### config.mk
export PLATFORM = sky130hd
export DESIGN_NAME = fetch_buffer
export DESIGN_NICKNAME = d
export VERILOG_FILES = /design/src/rtl/fetch_buffer.sv
export SDC_FILE = /design/constraint.sdc
export NUM_CORES = 1
export LEC_CHECK = 0
export CAP_MARGIN = 20
export CELL_PAD_IN_SITES_DETAIL_PLACEMENT = 1
export CELL_PAD_IN_SITES_GLOBAL_PLACEMENT = 1
export CORE_ASPECT_RATIO = 1.25
export CORE_MARGIN = 4
export CORE_UTILIZATION = 48
export CTS_CLUSTER_DIAMETER = 40
export DETAILED_ROUTE_END_ITERATION = 8
export PLACE_DENSITY = 0.79
export SETUP_SLACK_MARGIN = 0.02
export SKIP_CTS_REPAIR_TIMING = 1
export SLEW_MARGIN = 0
export SYNTH_ARGS = -nofsm -noshare
export SYNTH_HDL_FRONTEND = slang
export SYNTH_SLANG_ARGS = --single-unit
### constraint.sdc
create_clock -name clk -period 4.5 [get_ports clk]
set_input_delay 0.9 -clock clk [delete_from_list [all_inputs] [get_ports clk]]
set_output_delay 0.9 -clock clk [all_outputs]
set_load 0.05 [all_outputs]
### src/rtl/fetch_buffer.sv
// Instruction queue between fetch and decode: holds up to DEPTH fetched packets in program order.
// Optional performance counters are compiled in when FETCH_BUF_PERF_EN is defined.
package fetch_buffer_pkg;
    localparam int XLEN = 32;
    localparam logic [31:0] NOP_INSTR = 32'h0000_0013;

    typedef struct packed {
        logic [XLEN-1:0] pc;
        logic [31:0]     instruction;
        logic [XLEN-1:0] pc_plus4;
        logic            valid_if_id;
    } if_id_reg_t;
endpackage

module fetch_buffer
    import fetch_buffer_pkg::*;
#(
    parameter int DEPTH = 4
) (
    input  logic                       clk,
    input  logic                       reset,
    input  logic                       flush,
    input  if_id_reg_t                 if_in,
    input  logic                       id_stall,
    output if_id_reg_t                 if_id_out,
    output logic                       fb_full,
    output logic [$clog2(DEPTH):0]     fb_count
`ifdef FETCH_BUF_PERF_EN
    ,
    output logic [31:0]                perf_full_cycles,
    output logic [$clog2(DEPTH):0]     perf_max_occ
`endif
);
    localparam int PW = $clog2(DEPTH);
    localparam int CW = PW + 1;

    logic [XLEN-1:0] r_pc_mem    [DEPTH];
    logic [31:0]     r_instr_mem [DEPTH];
    logic [XLEN-1:0] r_pc4_mem   [DEPTH];

    logic [PW-1:0]   r_rd_ptr;
    logic [PW-1:0]   r_wr_ptr;
    logic [CW-1:0]   r_count;

    logic            w_push;
    logic            w_pop;
    logic            w_full;
    logic            w_valid;

    // Full is decided from the registered count only, so a same-cycle pop never frees a slot.
    assign w_full  = (r_count == CW'(DEPTH));
    assign w_push  = if_in.valid_if_id && !w_full && !flush;
    assign w_pop   = (r_count != '0) && !id_stall && !flush;
    assign w_valid = (r_count != '0) && !flush;

    assign fb_full  = w_full;
    assign fb_count = r_count;

    // NOTE: sequential state uses non-blocking assignments so every flop samples pre-edge values.
    always_ff @(posedge clk) begin
        if (reset) begin
            r_rd_ptr <= '0;
            r_wr_ptr <= '0;
            r_count  <= '0;
        end else if (flush) begin
            r_rd_ptr <= '0;
            r_wr_ptr <= '0;
            r_count  <= '0;
        end else begin
            if (w_push) r_wr_ptr <= r_wr_ptr + PW'(1);
            if (w_pop)  r_rd_ptr <= r_rd_ptr + PW'(1);
            r_count <= r_count + CW'(w_push) - CW'(w_pop);
        end
    end

    // NOTE: the storage array has no reset; the pointers and count alone define which entries are live.
    always_ff @(posedge clk) begin
        if (w_push) begin
            r_pc_mem[r_wr_ptr]    <= if_in.pc;
            r_instr_mem[r_wr_ptr] <= if_in.instruction;
            r_pc4_mem[r_wr_ptr]   <= if_in.pc_plus4;
        end
    end

    // NOTE: every field gets a default first so the combinational output never infers a latch.
    always_comb begin
        if_id_out             = '0;
        if_id_out.instruction = NOP_INSTR;
        if (w_valid) begin
            if_id_out.pc          = r_pc_mem[r_rd_ptr];
            if_id_out.instruction = r_instr_mem[r_rd_ptr];
            if_id_out.pc_plus4    = r_pc4_mem[r_rd_ptr];
            if_id_out.valid_if_id = 1'b1;
        end
    end

`ifdef FETCH_BUF_PERF_EN
    logic [31:0]   r_perf_full_cycles;
    logic [CW-1:0] r_perf_max_occ;

    // Counters survive flush; only reset clears them.
    always_ff @(posedge clk) begin
        if (reset) begin
            r_perf_full_cycles <= '0;
            r_perf_max_occ     <= '0;
        end else begin
            if (w_full && (r_perf_full_cycles != 32'hFFFF_FFFF))
                r_perf_full_cycles <= r_perf_full_cycles + 32'd1;
            if (r_count > r_perf_max_occ)
                r_perf_max_occ <= r_count;
        end
    end

    assign perf_full_cycles = r_perf_full_cycles;
    assign perf_max_occ     = r_perf_max_occ;
`endif
endmodule

==> run summary, run 1 <==
CP Capture Type = output port
sequential power share = 51.5%
part of the power in the clock network = 43.0%
Filler cells = 2485
Post-synth EDFFs = 384
Mapped Area = 14980 um2
flop2flop setup slack = 1730 ps
largest net degree at the start of global routing = 97
Max stage delay on crit path = 720 ps
synthesized area per cell = 22.62 um2
Nets = 996
status = finished, final reports clean
Initial Utilization = 48.47%
area post-placement = 17950 um2
top post-synthesis cells by area = edfxtp_1 77%, mux4_2 14%, and2_1 4.1%
ys flop type = edfxtp_1
final setup TNS = 0 ps
gr busiest metal = met2
most frequent cell after synthesis = edfxtp_1
DR vias = 7216
top cell type's share of synthesized area = 77.00%
io pins = 202
CTS clk-pin slew, worst paths = 60 ps
Synth area leader = edfxtp_1
critical path's slowest cell = clkdlybuf4s50_1
CTS sink count = 393
Min-Delay Path Depth = 2
Hold Crit Class = flop to flop
met2 Use GR = 34.68%
Tightest Pin Transition = 795.6 ps
WS Path Type = primary input to output port
Syn Nets = 770
H-Tree Depth = 2
clock period minus worst slack = 3729 ps
DR iter-0 viols = 510
Reg area = 11720 um2
reg2reg start = fb_count[1]
Max rail drop VDD = 0.2926 mV
Post-route DRC = 0
crit-path max FO = 12
Internal = 6301 uW
Synth-to-Final Area Change = 29.26%
global-route wire length before repair = 50360 um
initial antenna violation count = 5
fin. max-slew vios = 0
Post-synth ARST share = 0%
design area = 19360 um2
Vias/cell = 5.401
final worst path period share = 82.87%
Max-Cap Viols = 0
Warnings, synthesis = 0
CP top delay family = buffers and inverters
CP startpoint kind = primary input
#FFs+latches synth = 393
slew margin rel. = 46.96%
Peak Freq = 268.2 MHz
core area = 30900 um2
drt wl/cell = 24.80 um
total power = 7965 uW
Sw Ratio = 20.90%
commonest cells in the netlist = 384 x edfxtp_1, 99 x and2_1, 96 x mux4_2
min-delay src = r_rd_ptr[1]
combinational group share of total power = 5.6%
RSZ-0062 raised after global routing = no
final setup vio count = 0
met1 usage = 24.23%
Switch Pwr = 1665 uW
DP HPWL = 19710 um
RD Place Congestion = 0.6980
CTS tree = built
FF-to-FF End = fb_count[2]
vias in the first global route = 8032
most frequent CP cell = clkdlybuf4s50_1
multi-input logic area = 3065 um2
Worst Path Required = 3600 ps
Seq/Total Area, Yosys = 78.20%
Syn Inst Count = 662
GRT Util Overall = 19.49%
Bufs and invs on worst path = 2
clk_lat worst skew = 540 ps
final hold vios = 0
root buf cell = clkbuf_16
layout cells sized above 1 = 30.48%
CTS Buffer Depth = 3
antenna viol nets, final = 0
gr ovfl total = 0
Leak = 0.006278 uW
Worst Skew = 20.57 ps
Worst R2R Path Depth = 12
Fin Hold WS = 494.1 ps
final wirelength = 33130 um
Die Wd = 166.0 um
row cnt = 72
Unique masters post-synth = 25
crit path DAT = 2830 ps
CTS Buf Count = 42
die area = 34110 um2
I/O Buffers = 201
drt pass-1 iters = 6
PwrDens = 411.5 nW/um2
crit path cell chain = clkdlybuf4s50_1, or3_1, clkdlybuf4s50_1
die extent in y = 205.5 um
GR Layer Usage met3 = 3.574%
[flip-flops by register name (all words and copies together), names as in the netlist, named ones only]
| name | flops |
|---|---|
| r_wr_ptr | 2 |
| fb_count | 3 |
| r_rd_ptr | 2 |
| r_instr_mem | 128 |
| r_pc4_mem | 128 |
| r_pc_mem | 128 |
[final cells by class]
| class | count | area share, % |
|---|---|---|
| sequential | 393 | 60.54 |
| multi-input combinational | 228 | 15.84 |
| timing repair buffer | 216 | 13.57 |
| clock buffer | 53 | 5.972 |
| tap | 407 | 2.631 |
| clock inverter | 25 | 1.222 |
| inverter | 7 | 0.1357 |
| antenna | 7 | 0.09049 |
[routing by layer]
metal,part of all wire (%),vias to the layer above
li1,-,3169
met1,38,3779
met2,55,212
met3,4.5,56
met4,2.6,0
met5,0,-
[stage by stage]
step | util, % | worst slack, ps | instances
after floorplan | - | 237.9 | 662
after global placement | 58.08 | 809.9 | 1251
after detailed placement | 58.08 | 732.5 | 1251
after CTS | 62.59 | 752.0 | 1329
after global routing | 62.62 | 704.0 | 1333
final | 62.65 | 770.8 | 1336
[cells by family after synthesis]
group	after synthesis	synth area share [%]
simple gates	115	4.779
flops	393	78.20
fa+ha+maj	7	0.6350
buf+inv	41	1.445
mux	97	14.50
compound gates	7	0.3175
xor+xnor	2	0.1170
[worst reg2reg max path, stage by stage (launching register included)]
cell     delay (ps)
dfxtp_1         470
or3b_2          210
inv_1            70
nor3_1          390
inv_1           120
ha_1            310
inv_1            60
ha_1            130
inv_1            50
fa_1            400
xnor2_1         210
xnor2_1         100
and2_1          160
[cell usage in the layout (no fill, tap or decap), types with 5 or more instances in the layout]
cell             netlist  routed
and2_1                99      95
buf_12                 0      59
buf_4                  1      50
clkbuf_1              16       8
clkbuf_16              0      45
clkdlybuf4s50_1        0     107
clkinv_2               0       5
clkinvlp_4             0      10
dfxtp_1                9       7
diode_2                0       7
edfxtp_1             384     384
ha_1                   6       6
inv_1                  7       7
mux4_2                96      96
[worst max path at each step]
stage	cells after the start	endpoint	slack, ps	start
after CTS	3	if_id_out[37]	750	flush
after global placement	11	fb_count[2]	810	flush
final	3	if_id_out[37]	770	flush
after detailed placement	11	fb_count[2]	730	flush
after floorplan	4	r_instr_mem[2][0]	240	fb_count[1]
after global routing	3	if_id_out[33]	700	flush
[power by group through the flow]
stage	sequential [uW]	combinational [uW]	clock [uW]
global placement	4170	434	0
CTS	4100	452	3500
global route	4100	472	3670
detailed placement	4180	447	0
floorplan	4180	192	0
finish	4100	445	3420
No activity file was read; power rests on OpenSTA's default activity.
==> inputs of run 2 (changes only) <==
--- a/config.mk
+++ b/config.mk
@@ -10,10 +10,10 @@
 export CELL_PAD_IN_SITES_GLOBAL_PLACEMENT = 1
 export CORE_ASPECT_RATIO = 1.25
 export CORE_MARGIN = 4
-export CORE_UTILIZATION = 48
+export CORE_UTILIZATION = 43
 export CTS_CLUSTER_DIAMETER = 40
 export DETAILED_ROUTE_END_ITERATION = 8
-export PLACE_DENSITY = 0.79
+export PLACE_DENSITY = 0.75
 export SETUP_SLACK_MARGIN = 0.02
 export SKIP_CTS_REPAIR_TIMING = 1
 export SLEW_MARGIN = 0
==> constraint.sdc (replaced) <==
create_clock -name clk -period 3.4 [get_ports clk]
set_input_delay 0.68 -clock clk [delete_from_list [all_inputs] [get_ports clk]]
set_output_delay 0.68 -clock clk [all_outputs]
set_load 0.05 [all_outputs]
==> run 2 against run 1 <==
Against the previous run: via count decreased by 1.3%; sequential power increased by 32%; flip-flop and latch count did not move; final cell count rose by 4.8%; critical path type is now flop to output port; largest power group unchanged; highest routed layer unchanged; core utilization is 3.9 points lower; first-iteration DRC count down 0.78%; critical path depth did not move; critical endpoint is now fb_full; hold slack got worse by 15 ps; routed wire length is 2.5% lower; sequential share of layout area decreased by 2.6 points; clock power rose by 44%; die area is 11% higher.
==> run summary, run 2 (synthesis results as in run 1) <==
Leak = 0.006540 uW
layout cells sized above 1 = 31.04%
final wirelength = 32300 um
DR vias = 7123
Bufs and invs on worst path = 2
Internal = 8751 uW
CTS sink count = 393
die extent in y = 216.6 um
Initial Utilization = 43.50%
drt pass-1 iters = 6
Tightest Pin Transition = 589.7 ps
clk_lat worst skew = 540 ps
CP top delay family = buffers and inverters
RD Place Congestion = 0.7027
gr ovfl total = 0
part of the power in the clock network = 44.9%
biggest regs = r_instr_mem: 128 flops, r_pc4_mem: 128 flops, r_pc_mem: 128 flops
core area = 34420 um2
Max-Cap Viols = 0
Die Wd = 174.9 um
CTS tree = built
final setup TNS = 0 ps
antenna viol nets, final = 0
Synth-to-Final Area Change = 35.02%
Worst Skew = 12.94 ps
total power = 10980 uW
Nets = 1004
DP Worst Slack = 337.5 ps
Fin Hold WS = 478.8 ps
final worst path period share = 92.26%
Max rail drop VDD = 0.4130 mV
Post-route DRC = 0
crit path cell chain = or3b_2, inv_1, clkdlybuf4s50_1
CTS Buffer Depth = 3
Worst Path Required = 2720 ps
global-route wire length before repair = 49660 um
critical path's slowest cell = clkdlybuf4s50_1
vias in the first global route = 8055
I/O Buffers = 201
fin. max-slew vios = 0
final setup vio count = 0
CP startpoint kind = flop
H-Tree Depth = 2
CTS Buf Count = 44
combinational group share of total power = 5.8%
Max stage delay on crit path = 830 ps
status = finished, final reports clean
CTS clk-pin slew, worst paths = 60 ps
Vias/cell = 5.088
most common cell after layout, fill and taps aside = edfxtp_1
row cnt = 76
crit-path max FO = 4
sequential power share = 49.4%
final hold vios = 0
PnR worst setup slack = 263.0 ps
initial antenna violation count = 2
root buf cell = clkbuf_16
Switch Pwr = 2234 uW
Hold Crit Class = flop to flop
Non-Filler Instances = 1400
DP HPWL = 19990 um
Placed Cells = 1318
Sw Ratio = 20.33%
PwrDens = 543.3 nW/um2
DR iter-0 viols = 506
Peak Freq = 318.8 MHz
most frequent cells in the layout = 384 x edfxtp_1, 108 x buf_12, 104 x clkdlybuf4s50_1
GRT Util Overall = 17.28%
largest net degree at the start of global routing = 64
drt wl/cell = 23.07 um
WS Path Type = flop to output port
clock period minus worst slack = 3137 ps
io pins = 202
crit path DAT = 2460 ps
die area = 37890 um2
slew margin rel. = 60.56%
RSZ-0062 raised after global routing = no
CP Capture Type = output port
run 2: cell count changes in the layout (fill, tap and decap cells not counted), moves of 2 or more:
cell,delta
diode_2,-6
clkdlybuf4s50_1,-3
clkinv_2,-4
bufinv_16,+4
clkbuf_1,-3
buf_12,+49
clkinvlp_4,-8
buf_4,-40
clkinv_1,+7
inv_8,+4
inv_6,+2
run 2: final cells by class:
class | count | area [um2]
Clock buffer | 51 | 1170
Tap cell | 468 | 585.6
Timing Repair Buffer | 222 | 3278
Inverter | 7 | 26.28
Antenna cell | 1 | 2.502
Sequential cell | 393 | 11720
Clock inverter | 30 | 372.9
Multi-Input combinational cell | 228 | 3065
Fill cell | 2917 | 14200
run 2: tightest hold or removal path: stages, from the launching register on:
cell and delay, ps:
dfxtp_1 300, nand2_1 50, mux2i_1 70
run 2: power by group through the flow:
stage | clock network, uW | registers, uW | logic [uW]
after floorplan | 0 | 5530 | 254
after global placement | 0 | 5520 | 625
after detailed placement | 0 | 5530 | 640
after CTS | 5060 | 5430 | 646
after global routing | 5280 | 5430 | 671
final | 4930 | 5420 | 632
run 2: through the flow:
| stage | utilization [%] | area (um2) |
|---|---|---|
| finish | 58.74 | 20220 |
| global route | 58.74 | 20220 |
| CTS | 58.73 | 20220 |
| detailed placement | 54.25 | 18670 |
| global placement | 54.25 | 18670 |
| floorplan | - | 14980 |
run 2: final timing paths:
kind	from	endpoint	slack [ps]	cells past startpoint
max	fb_count[2]	fb_full	260	3
min	r_rd_ptr[1]	flop	480	2
max reg2reg	fb_count[2]	fb_count[2]	750	12
min reg2reg	r_rd_ptr[1]	flop	480	2
run 2: metal layers:
metal  wire length (um)  track usage, %
met1              12840           22.06
met2              16980           29.98
met3               1725           3.716
met4                749           5.161
met5                  0               0
==> inputs of run 3 (changes only) <==
--- a/config.mk
+++ b/config.mk
@@ -11,9 +11,8 @@
 export CORE_ASPECT_RATIO = 1.25
 export CORE_MARGIN = 4
 export CORE_UTILIZATION = 43
-export CTS_CLUSTER_DIAMETER = 40
 export DETAILED_ROUTE_END_ITERATION = 8
-export PLACE_DENSITY = 0.75
+export PLACE_DENSITY_LB_ADDON = 0.1
 export SETUP_SLACK_MARGIN = 0.02
 export SKIP_CTS_REPAIR_TIMING = 1
 export SLEW_MARGIN = 0
==> run 3 against run 2 <==
Against the previous run: hold slack better by 12 ps; final cell count decreased by 0.79%; register-to-register slack gained 90 ps; global-route usage down 0.050 points; die area is the same; worst setup slack better by 8.5 ps; core utilization shrank 1.0 points.
==> run summary, run 3 (synthesis results as in run 1) <==
final setup vio count = 0
DP Worst Slack = 324.6 ps
PwrDens = 506.9 nW/um2
CP startpoint kind = flop
DR vias = 7123
Nets = 1000
Placed Cells = 1318
io pins = 202
crit-path max FO = 42
Non-Filler Instances = 1389
Vias/cell = 5.128
clk_lat worst skew = 520 ps
Initial Utilization = 43.50%
CTS sink count = 393
most frequent CP cell = buf_12
Synth-to-Final Area Change = 32.65%
CP Capture Type = output port
global-route wire length before repair = 49640 um
crit path cell chain = buf_12, mux4_2, and2_1, buf_12
initial antenna violation count = 2
CTS Buf Count = 40
slew margin rel. = 60.46%
drt wl/cell = 23.20 um
I/O Buffers = 201
Worst Skew = 13.92 ps
Post-route DRC = 0
critical path's slowest cell = mux4_2
RD Place Congestion = 0.6972
fin. max-slew vios = 0
crit path DAT = 2450 ps
die area = 37890 um2
CTS tree = built
Hold Crit Class = flop to flop
CTS clk-pin slew, worst paths = 60 ps
final hold vios = 0
most common cell after layout, fill and taps aside = edfxtp_1
biggest regs = r_instr_mem: 128 flops, r_pc4_mem: 128 flops, r_pc_mem: 128 flops
root buf cell = clkbuf_16
clock period minus worst slack = 3128 ps
H-Tree Depth = 2
core area = 34420 um2
antenna viol nets, final = 0
Max-Cap Viols = 0
vias in the first global route = 8182
Leak = 0.006375 uW
total power = 10070 uW
Tightest Pin Transition = 593.1 ps
Final Core Density = 57.71%
drt pass-1 iters = 6
GRT Util Overall = 17.23%
Max rail drop VDD = 0.3734 mV
Max stage delay on crit path = 580 ps
PnR worst setup slack = 271.5 ps
layout cells sized above 1 = 29.67%
Die Wd = 174.9 um
die extent in y = 216.6 um
DP HPWL = 20250 um
largest net degree at the start of global routing = 76
status = finished, final reports clean
final setup TNS = 0 ps
final worst path period share = 92.01%
Worst Path Required = 2720 ps
row cnt = 76
CTS Buffer Depth = 3
DR iter-0 viols = 502
gr ovfl total = 0
final wirelength = 32230 um
most frequent cells in the layout = 384 x edfxtp_1, 107 x buf_12, 104 x clkdlybuf4s50_1
Filler cells = 2916
WS Path Type = flop to output port
RSZ-0062 raised after global routing = no
Peak Freq = 319.6 MHz
-- run 3: cell types whose count changed in the layout (fill, tap and decap cells not counted), moves of 2 or more --
cell	delta
bufinv_16	-5
clkbuf_1	-2
clkbuf_16	-5
clkinv_1	+7
clkinv_2	+4
clkinv_4	-2
inv_6	-3
inv_8	-4
-- run 3: area by class of cell --
type,count,area (um2),area share (%)
clock inverter,26,163.9,0.8251
sequential,393,11720,58.99
tap,468,585.6,2.948
multi-input combinational,228,3065,15.43
timing repair buffer,222,3266,16.44
antenna,1,2.502,0.01260
inverter,7,26.28,0.1323
clock buffer,44,1037,5.221
-- run 3: where the power goes --
group / total [uW] / switching, uW / internal [uW]
sequential: 5420 / 20.9 / 5400
clock: 4020 / 1690 / 2330
combinational: 622 / 315 / 307
-- run 3: per-layer routing --
layer  part of all wire, %  GRT usage (%)  up-vias
li1                      -              -     3155
met1                    39          21.06     3749
met2                    54          31.09      173
met3                   4.9          3.960       44
met4                   2.1          4.349        2
met5                 0.062              0        -
-- run 3: final timing paths --
kind | from | end | slack [ps] | depth (start not counted)
setup / recovery | flop | if_id_out[65] | 270 | 4
hold / removal | r_rd_ptr[1] | flop | 490 | 2
setup reg to reg | fb_count[1] | fb_count[2] | 840 | 12
hold reg to reg | r_rd_ptr[1] | flop | 490 | 2
-- run 3: critical path: cells and delay by family, from the launching register on --
family	cells	cell delay, ps
buffers and inverters	2	530
flip-flops	1	570
AND/OR/NAND/NOR	1	210
multiplexers	1	580
-- run 3: stage by stage --
| stage | instance area [um2] | hold WS [ps] |
|---|---|---|
| 2_1_floorplan | 14980 | 445.9 |
| 4_1_cts | 19860 | 489.9 |
| 5_1_grt | 19870 | 543.6 |
| 3_5_place_dp | 18660 | 468.4 |
| 6_report | 19870 | 491.2 |
| 3_3_place_gp | 18660 | 449.8 |
